$ cat src/rtl/sd_spi_pkg.sv
// Shared definitions for the SD-card SPI slave byte transfer block.
// Holds the FSM state type and the default parameter values.
package sd_spi_pkg;

    typedef enum logic {
        ST_IDLE  = 1'b0,
        ST_SHIFT = 1'b1
    } spi_state_e;

    localparam logic [7:0]  DEFAULT_FILL_BYTE   = 8'hFF;
    localparam int unsigned DEFAULT_SYNC_STAGES = 2;
    localparam int unsigned BYTE_W              = 8;
    localparam int unsigned CNT_W               = 3;

endpackage : sd_spi_pkg

$ cat src/rtl/sd_spi_sync.sv
// N-flop synchroniser for a single asynchronous input with a selectable
// reset value.
//   clk, rst_n : system clock, async active-low reset
//   d_i        : asynchronous input
//   q_o        : synchronised output (STAGES clocks of latency)
module sd_spi_sync #(
    parameter int unsigned STAGES    = 2,
    parameter logic        RESET_VAL = 1'b0
) (
    input  logic clk,
    input  logic rst_n,
    input  logic d_i,
    output logic q_o
);

    logic [STAGES-1:0] sync_q;
    logic [STAGES-1:0] sync_d;

    // Shift the input through the chain, oldest sample at the MSB.
    always_comb begin
        sync_d = {sync_q[STAGES-2:0], d_i};
    end

    always_ff @(posedge clk or negedge rst_n) begin
        if (!rst_n) begin
            sync_q <= {STAGES{RESET_VAL}};
        end else begin
            sync_q <= sync_d;
        end
    end

    assign q_o = sync_q[STAGES-1];

endmodule : sd_spi_sync

$ cat src/rtl/sd_spi_slave_byte_transfer.sv
// SPI mode-0 slave byte engine clocked by the system clock. SCK, SS and MOSI
// are synchronised and edge-detected; received bytes are presented on
// rx_data_p with a one-cycle rx_valid_p, and transmit bytes come from a
// single holding register (FILL_BYTE is substituted when it is empty).
//   clk210_p, reset_n_p          : system clock, async active-low reset
//   spi_sck_p/ss_n_p/mosi_p      : asynchronous SPI master signals
//   spi_miso_p, spi_miso_oe_p    : serial data out and its drive enable
//   tx_data_p, tx_load_p         : holding-register write port
//   tx_ready_p                   : holding register empty
//   rx_data_p, rx_valid_p        : last received byte and update strobe
//   tx_underrun_p                : FILL_BYTE substituted for an empty holder
//   busy_p                       : transfer in progress (SHIFT state)
module sd_spi_slave_byte_transfer
    import sd_spi_pkg::*;
#(
    parameter int unsigned SYNC_STAGES = DEFAULT_SYNC_STAGES,
    parameter logic [7:0]  FILL_BYTE   = DEFAULT_FILL_BYTE
) (
    input  logic              clk210_p,
    input  logic              reset_n_p,
    input  logic              spi_sck_p,
    input  logic              spi_ss_n_p,
    input  logic              spi_mosi_p,
    output logic              spi_miso_p,
    output logic              spi_miso_oe_p,
    input  logic [BYTE_W-1:0] tx_data_p,
    input  logic              tx_load_p,
    output logic              tx_ready_p,
    output logic [BYTE_W-1:0] rx_data_p,
    output logic              rx_valid_p,
    output logic              tx_underrun_p,
    output logic              busy_p
);

    logic sck_s;
    logic ss_n_s;
    logic mosi_s;

    sd_spi_sync #(.STAGES(SYNC_STAGES), .RESET_VAL(1'b0)) u_sync_sck (
        .clk   (clk210_p),
        .rst_n (reset_n_p),
        .d_i   (spi_sck_p),
        .q_o   (sck_s)
    );

    sd_spi_sync #(.STAGES(SYNC_STAGES), .RESET_VAL(1'b1)) u_sync_ss (
        .clk   (clk210_p),
        .rst_n (reset_n_p),
        .d_i   (spi_ss_n_p),
        .q_o   (ss_n_s)
    );

    sd_spi_sync #(.STAGES(SYNC_STAGES), .RESET_VAL(1'b0)) u_sync_mosi (
        .clk   (clk210_p),
        .rst_n (reset_n_p),
        .d_i   (spi_mosi_p),
        .q_o   (mosi_s)
    );

    spi_state_e        state_q,     state_d;
    logic              sck_prev_q,  sck_prev_d;
    logic              ss_prev_q,   ss_prev_d;
    logic [CNT_W-1:0]  cnt_q,       cnt_d;
    logic [6:0]        rx_shift_q,  rx_shift_d;
    // Bits still to be sent after the one currently on MISO.
    logic [6:0]        tx_shift_q,  tx_shift_d;
    logic [BYTE_W-1:0] hold_q,      hold_d;
    logic              tx_ready_q,  tx_ready_d;
    logic [BYTE_W-1:0] rx_data_q,   rx_data_d;
    logic              rx_valid_q,  rx_valid_d;
    logic              underrun_q,  underrun_d;
    logic              miso_q,      miso_d;
    logic              miso_oe_q,   miso_oe_d;

    logic              sck_rise_c;
    logic              sck_fall_c;
    logic              ss_fall_c;
    logic              ss_rise_c;
    logic              reload_c;
    logic [BYTE_W-1:0] next_byte_c;

    assign sck_rise_c = sck_s & ~sck_prev_q;
    assign sck_fall_c = ~sck_s & sck_prev_q;
    assign ss_fall_c  = ~ss_n_s & ss_prev_q;
    assign ss_rise_c  = ss_n_s & ~ss_prev_q;

    // Next-state, shift and holding-register logic.
    always_comb begin
        state_d     = state_q;
        sck_prev_d  = sck_s;
        ss_prev_d   = ss_n_s;
        cnt_d       = cnt_q;
        rx_shift_d  = rx_shift_q;
        tx_shift_d  = tx_shift_q;
        hold_d      = hold_q;
        tx_ready_d  = tx_ready_q;
        rx_data_d   = rx_data_q;
        rx_valid_d  = 1'b0;
        underrun_d  = 1'b0;
        miso_d      = miso_q;
        miso_oe_d   = miso_oe_q;
        reload_c    = 1'b0;
        next_byte_c = FILL_BYTE;

        case (state_q)
            ST_IDLE: begin
                miso_d    = 1'b1;
                miso_oe_d = 1'b0;
                if (ss_fall_c) begin
                    state_d    = ST_SHIFT;
                    cnt_d      = '0;
                    rx_shift_d = '0;
                    miso_oe_d  = 1'b1;
                    reload_c   = 1'b1;
                end
            end
            ST_SHIFT: begin
                // SS release wins over any SCK edge seen in the same cycle.
                if (ss_rise_c) begin
                    state_d    = ST_IDLE;
                    cnt_d      = '0;
                    rx_shift_d = '0;
                    miso_d     = 1'b1;
                    miso_oe_d  = 1'b0;
                end else if (sck_rise_c) begin
                    rx_shift_d = {rx_shift_q[5:0], mosi_s};
                    cnt_d      = cnt_q + CNT_W'(1);
                    if (cnt_q == CNT_W'(7)) begin
                        rx_data_d  = {rx_shift_q, mosi_s};
                        rx_valid_d = 1'b1;
                    end
                end else if (sck_fall_c) begin
                    if (cnt_q != '0) begin
                        miso_d     = tx_shift_q[6];
                        tx_shift_d = {tx_shift_q[5:0], 1'b0};
                    end else begin
                        reload_c = 1'b1;
                    end
                end
            end
            default: state_d = ST_IDLE;
        endcase

        // Byte boundary: take the held byte if present, else the fill byte.
        if (reload_c) begin
            if (tx_ready_q) begin
                next_byte_c = FILL_BYTE;
                underrun_d  = 1'b1;
            end else begin
                next_byte_c = hold_q;
                tx_ready_d  = 1'b1;
            end
            miso_d     = next_byte_c[7];
            tx_shift_d = next_byte_c[6:0];
        end

        // Writes land only when the holder was empty at the start of the cycle.
        if (tx_load_p && tx_ready_q) begin
            hold_d     = tx_data_p;
            tx_ready_d = 1'b0;
        end
    end

    always_ff @(posedge clk210_p or negedge reset_n_p) begin
        if (!reset_n_p) begin
            state_q    <= ST_IDLE;
            sck_prev_q <= 1'b0;
            ss_prev_q  <= 1'b1;
            cnt_q      <= '0;
            rx_shift_q <= '0;
            tx_shift_q <= '0;
            hold_q     <= '0;
            tx_ready_q <= 1'b1;
            rx_data_q  <= '0;
            rx_valid_q <= 1'b0;
            underrun_q <= 1'b0;
            miso_q     <= 1'b1;
            miso_oe_q  <= 1'b0;
        end else begin
            state_q    <= state_d;
            sck_prev_q <= sck_prev_d;
            ss_prev_q  <= ss_prev_d;
            cnt_q      <= cnt_d;
            rx_shift_q <= rx_shift_d;
            tx_shift_q <= tx_shift_d;
            hold_q     <= hold_d;
            tx_ready_q <= tx_ready_d;
            rx_data_q  <= rx_data_d;
            rx_valid_q <= rx_valid_d;
            underrun_q <= underrun_d;
            miso_q     <= miso_d;
            miso_oe_q  <= miso_oe_d;
        end
    end

    assign spi_miso_p    = miso_q;
    assign spi_miso_oe_p = miso_oe_q;
    assign tx_ready_p    = tx_ready_q;
    assign rx_data_p     = rx_data_q;
    assign rx_valid_p    = rx_valid_q;
    assign tx_underrun_p = underrun_q;
    assign busy_p        = (state_q == ST_SHIFT);

endmodule : sd_spi_slave_byte_transfer

$ cat config.mk
export PLATFORM = sky130hd
export DESIGN_NAME = sd_spi_slave_byte_transfer
export DESIGN_NICKNAME = d
export VERILOG_FILES = /design/src/rtl/sd_spi_pkg.sv /design/src/rtl/sd_spi_sync.sv /design/src/rtl/sd_spi_slave_byte_transfer.sv
export SDC_FILE = /design/constraint.sdc
export NUM_CORES = 1
export LEC_CHECK = 0
export ABC_AREA = 1
export CAP_MARGIN = 30
export CORE_MARGIN = 1.5
export CORE_UTILIZATION = 48
export DETAILED_ROUTE_END_ITERATION = 7
export MAX_ROUTING_LAYER = met4
export PLACE_DENSITY = 0.83
export SLEW_MARGIN = 40
export SYNTH_ARGS = -nofsm -noshare
export SYNTH_HDL_FRONTEND = slang
export SYNTH_SLANG_ARGS = --single-unit
$ cat constraint.sdc
create_clock -name clk210_p -period 1.32 [get_ports clk210_p]
set_clock_uncertainty 0.05 [all_clocks]
set_input_delay 0.264 -clock clk210_p [delete_from_list [all_inputs] [get_ports clk210_p]]
set_output_delay 0.264 -clock clk210_p [all_outputs]
set_load 0.005 [all_outputs]
-- Word-level counts from Yosys, hierarchy flattened
Index checks and enable logic that the tools add are counted.
- add/sub/neg operators: 1
- $mul: 0
- div/mod/pow operators: 0
- $lt $le $gt $ge: 0
- equality and inequality tests: 9
- shift operators: 0
- mux-type cells: 39
- bitwise operators: 10
- reductions and logical operators: 10
- operators by type and width (operator ; count):
    $mux W7 ; 9
    $mux W1 ; 20
    $pmux W7 S2 ; 1
    $mux W3 ; 3
    $mux W8 ; 1
    $ne A4 B1 Y1 const B ; 2
    $pmux W1 S2 ; 4
    $reduce_bool A2 Y1 ; 4
    $ne A2 B1 Y1 const B ; 3
    $not A1 Y1 ; 6
    $pmux W3 S2 ; 1
    $reduce_and A5 Y1 ; 1
    $and A1 B1 Y1 ; 4
    $ne A4 B2 Y1 const B ; 1
    $reduce_and A4 Y1 ; 1
    $add A3 B1 Y3 const B ; 1
    $eq A3 B3 Y1 const B ; 1
    $ne A3 B1 Y1 const B ; 1
    $reduce_and A3 Y1 ; 1
    $reduce_bool A3 Y1 ; 1
    $ne A2 B2 Y1 const B ; 1
    $reduce_and A2 Y1 ; 1
    $logic_and A1 B1 Y1 ; 1
- flip-flop bits (word level): 47
- latch bits: 0
- bits in writable memories: 0
- ROM bits: 0
- input port bits: 14
- output and inout bits: 14
- word-level logic and storage cells: 85
- memories kept: 0

-- Logic depth before layout (Yosys ltp)
- word-level depth: 8
- gate-level depth with buffers: 11
- gate-level depth less buffers: 11

-- Cells and area by module
From an unflattened synthesis, not the netlist that was laid out.
- cell total of the unflattened synthesis: 215
- area, all modules: 2023.2 um^2
- by module, submodules not included (module ; instances ; cells an instance ; area an instance (um^2) ; sequential area each (um^2)):
    sd_spi_slave_byte_transfer ; 1 ; 209 ; 1870.5 ; 1029.7
    sd_spi_sync at u_sync_mosi ... ; 2 ; 2 ; 50.0 ; 50.0
    sd_spi_sync at u_sync_ss ; 1 ; 2 ; 52.6 ; 52.6

-- Worst setup path before layout
No wires, ideal clock.
- kind: reg-to-reg
- start point: register ss_prev_q
- end point: register cnt_q[2]
- library setup time: 0.117 ns
- data arrival time: 1.201 ns
- required time: 1.153 ns
- slack: -0.049 ns
- stages on the path, launching flop included: 9
- path buffers: 1
- clock period less this slack: 1.369 ns
- path through: dfstp_2 > inv_1 > nand2_1 > nand2_4 > o21ai_2 > inv_2 > buf_6 > nand3_2 > o21ai_2
- cells in the longest elaborated chain, start to end: 4
- elaborated cells on any way between the ends: 8
- classes of those cells: eq/ne: 2; mux: 2; bitwise: 3; reduce/logical: 1
- ends and longest elaborated chain (element ; line ; text):
    start, declared ; sd_spi_slave_byte_transfer.sv:62 ; logic ss_prev_q, ss_prev_d;
    start signal, assigned ; sd_spi_slave_byte_transfer.sv:182 ; ss_prev_q <= ss_prev_d;
    $not A1 Y1 ; sd_spi_slave_byte_transfer.sv:85 ; assign ss_rise_c = ss_n_s & ~ss_prev_q;
    $and A1 B1 Y1 ; sd_spi_slave_byte_transfer.sv:85 ;
    $mux W3 / $ne A3 B1 Y1 (equally long branches) ; n/a ;
    $pmux W3 S2 / $reduce_and A2 Y1 (equally long branches) ; n/a ;
    end signal, assigned ; sd_spi_slave_byte_transfer.sv:183 ; cnt_q <= cnt_d;
    end, declared ; sd_spi_slave_byte_transfer.sv:63 ; logic [CNT_W-1:0] cnt_q, cnt_d;
Several ways; a longest one is shown, not always the timed one.
A chain may end at the register's enable or synchronous reset.

-- Worst setup path in the final report
- start point: register u_sync_ss.sync_q[1]
- end point: register tx_shift_q[5]
- cells in the longest elaborated chain, start to end: 6
- elaborated cells on any way between the ends: 13
- classes of those cells: eq/ne: 2; mux: 4; bitwise: 3; reduce/logical: 4
- ends and longest elaborated chain (element ; line ; text):
    start, declared ; sd_spi_sync.sv:16 ; logic [STAGES-1:0] sync_q;
    start signal, assigned ; sd_spi_sync.sv:26 ; sync_q <= {STAGES{RESET_VAL}};
    start signal, assigned ; sd_spi_sync.sv:28 ; sync_q <= sync_d;
    $not A1 Y1 ; sd_spi_slave_byte_transfer.sv:84 ; assign ss_fall_c = ~ss_n_s & ss_prev_q;
    $and A1 B1 Y1 ; sd_spi_slave_byte_transfer.sv:84 ;
    $mux W1 ; sd_spi_slave_byte_transfer.sv:109 ; if (ss_fall_c) begin
    $pmux W1 S2 ; sd_spi_slave_byte_transfer.sv:105 ; case (state_q)
    $ne A2 B1 Y1 (no line) / $reduce_bool A2 Y1 (equally long branches) ; n/a ;
    $reduce_and A5 Y1 (no line) ; n/a ;
    end signal, assigned ; sd_spi_slave_byte_transfer.sv:185 ; tx_shift_q <= tx_shift_d;
    end, declared ; sd_spi_slave_byte_transfer.sv:66 ; logic [6:0] tx_shift_q, tx_shift_d;
Several ways; a longest one is shown, not always the timed one.

==> impl_metrics.toml <==
[timing]
finalWorstSetupSlack_ns = -0.1663
hold_viol_final = 0
timing.hold.ws_ns = 0.3040
rsz0062_at_grt = "true"
worst_slew_pin_slew_ns = 0.3781
fmax_mhz = 672.8
finalSetupViolations = 29
finalMaxSlewViolations = 0
relSlewSlack_pct = 74.79
min_period_over_period_pct = 112.6
fin_crit_ns = 1.486

[routing]
vias = 1781
routed_wl_um = 4973
wl_per_cell_um = 14.25
postRouteAntennaNets = 0
viasPerCell = 5.103
dr.pass1.iters = 4
drtIter0Drc = 134
remaining_drc_errors = 0

[worst_setup_path]
critPathMaxStageDelay_ns = 0.56
start_kind = "register"
required_ns = 1.46
crit_fanout = 7
crit_type = "register to register"
crit_arrival_ns = 1.63
crit_path_end_kind = "register"
crit_buf_inv = 3
cp_common_cell = "nand2_1"
critical_path.top_delay_family = "flip-flops"
cpMaxStageDelayCell = "dfstp_2"
critical_path.cell_chain = "inv_2 > nand2_2 > buf_6 > nand2_8 > buf_6 > nand3_1 > nand2_1 > nand2_1 > nand2_1"

[logic_synthesis]
syn_inst = 219
synthDistinctLibCells = 20
syn-num-nets = 236
synth_area_per_cell_sq_um = 9.318
yosysMostFrequentCell = "nand2_1"
async_flop_share_pct = 100.0
ys_dominant_reg_cell = "dfrtp_1"
synth_largest_area_cell = "dfrtp_1"
ys_seq_elements = 47
yosys-top-cells-area = "dfrtp_1, nand2_1, dfstp_2, o21ai_2, inv_1"
synth_top_area_share_pct = 51.50
synth_seq_area_share_pct = 57.94
ys_top_cells_by_count = "nand2_1, dfrtp_1, inv_1"
synth_enable_flop_cells = 0
syn-cell-area_sq_mm = 0.002041
ys_warn_count = 0

[global_routing]
gr-usage-met1_pct = 25.69
grt.overflow.total = 0
groute.usage.overall_pct = 22.96
grt_pass1_wl_um = 7527
use_met3_pct = 6.743
use_met2_pct = 38.83
busiest_layer = "met2"
grt_pass1_vias = 1702
antenna_found_initial = 0
grt_max_degree = 19

[floorplanning]
core_sq_mm = 0.004058
start_util_pct = 50.29
io_pins = 28
dieArea_sq_mm = 0.004652
die_h_um = 68.21
num_rows = 23
die_x_um = 68.21

[power_and_ir_drop]
p_sw_w = 0.001429
p_leak_nw = 1.578
vdd.ir_drop.worst_mv = 0.8681
switching_share_pct = 32.97
clkPwrFrac_pct = 21.7
p_seq_share_pct = 44.6
power_density_mw_per_mm2 = 1386
p_int_w = 0.002904
comb_power_share_pct = 33.7

[clock_tree]
cts_tree = "done"
clock_latency_ns = 0.30
root_buffer = "clkbuf_8"
cts.sinks = 47
path_clk_slew_ns = 0.08
cts_buffer_depth = 2
cts_buffers = 5
htreeDepth = 2

[outcome]
outcome = "complete, but fails checks"
violations = "negative setup slack"

[final_layout]
antennaDiodeCount = 0
fin_area_sq_mm = 0.003126
drive_above_1_share_pct = 42.47
final_nets = 315
fill_cells = 248
area_growth_pct = 53.16

[run]
drv_cap = 0

[placed_design]
dpl-instance-area_sq_mm = 0.002596
hpwl_um = 2666
io_buffers = 27
gp_congestion = 0.7854

[hold_path]
min_path_type = "register to register"
metrics by stage:
step	TNS, ns	std cells	utilization [%]	power, W	setup slack [ns]
2_1_floorplan	-0.1340	219	-	0.002546	-0.03701
3_3_place_gp	-1.738	316	63.98	0.002986	-0.09437
3_5_place_dp	-2.663	316	63.98	0.003030	-0.1604
4_1_cts	-2.119	342	72.99	0.004125	-0.09908
5_1_grt	-5.362	349	77.03	0.004585	-0.2778
6_report	-3.372	349	77.03	0.004333	-0.1663
final timing paths:
path	start	end	slack, ns	depth (start not counted)
worst max-delay path	u_sync_ss.sync_q[1]	tx_shift_q[5]	-0.17	9
worst min-delay path	u_sync_sck.sync_q[0]	u_sync_sck.sync_q[1]	0.30	0
worst max register to register	u_sync_ss.sync_q[1]	tx_shift_q[5]	-0.17	9
worst min register to register	u_sync_sck.sync_q[0]	u_sync_sck.sync_q[1]	0.30	0
max in group asynchronous	reset_n_p	ss_prev_q	0.35	3
min in group asynchronous	reset_n_p	rx_data_p[0]	0.36	2
worst register-to-register path, cell delays in order, from the launching register on:
cell	delay, ns
dfstp_2	0.56
inv_2	0.04
nand2_2	0.07
buf_6	0.13
nand2_8	0.08
buf_6	0.14
nand3_1	0.10
nand2_1	0.08
nand2_1	0.06
nand2_1	0.07
cell families (layout without fill, tap and decap cells):
| family | Yosys count | count (layout) | share of synthesized area (%) |
|---|---|---|---|
| fa+ha+maj | 3 | 3 | 1.840 |
| compound gates | 29 | 29 | 9.564 |
| simple gates | 108 | 110 | 23.61 |
| buf+inv | 32 | 110 | 7.050 |
| flops | 47 | 47 | 57.94 |
per-layer routing:
layer / share of wire [%] / wire [um]
met5: 0 / 0
met2: 53 / 2644
met4: 1.9 / 94
met3: 4.2 / 211
met1: 41 / 2022
state kept, by name, indices dropped and copies added, names as in the netlist, 2 cells and up:
name,count
rx_data_p,8
u_sync_ss.sync_q,2
tx_shift_q,7
rx_shift_q,7
u_sync_mosi.sync_q,2
hold_q,8
cnt_q,3
u_sync_sck.sync_q,2
power by group through the flow:
| stage | logic, W | clock network [W] | registers, W |
|---|---|---|---|
| 6_report | 0.00146 | 0.000940 | 0.00193 |
| 5_1_grt | 0.00160 | 0.00103 | 0.00195 |
| 4_1_cts | 0.00127 | 0.000950 | 0.00191 |
| 3_5_place_dp | 0.00111 | 0 | 0.00192 |
| 3_3_place_gp | 0.00107 | 0 | 0.00192 |
| 2_1_floorplan | 0.000642 | 0 | 0.00190 |
what timing repair did:
item,CTS,global route
setup endpoints to repair,42,34
hold buffers,1,0
pin swaps,21,12
cloned,3,0
endpoints found under the hold margin,11,0
buffers inserted,15,8
gates resized for setup,62,30
layout by cell type, fill, tap and decap left out, drive strengths merged:
master	netlist	routed
nand4	2	2
clkbuf	1	8
nand2	74	76
nand3	17	17
a21oi	7	7
dlygate4sd3	0	1
clkdlybuf4s15	0	2
nor2	15	15
dlygate4sd2	0	10
o211ai	1	1
buf	4	50
dfstp	5	5
dfrtp	42	42
o21ai	20	20
ha	3	3
clkdlybuf4s50	0	12
a21boi	1	1
inv	27	27
layout make-up:
class	count	area (sq um)	area share (%)
tap	50	62.56	2.002
sequential	47	1184	37.87
multi-input combinational	142	934.6	29.90
timing repair buffer	75	738.2	23.62
inverter	27	106.4	3.403
clock buffer	8	100.1	3.203
Power figures use the tool's default switching activity.
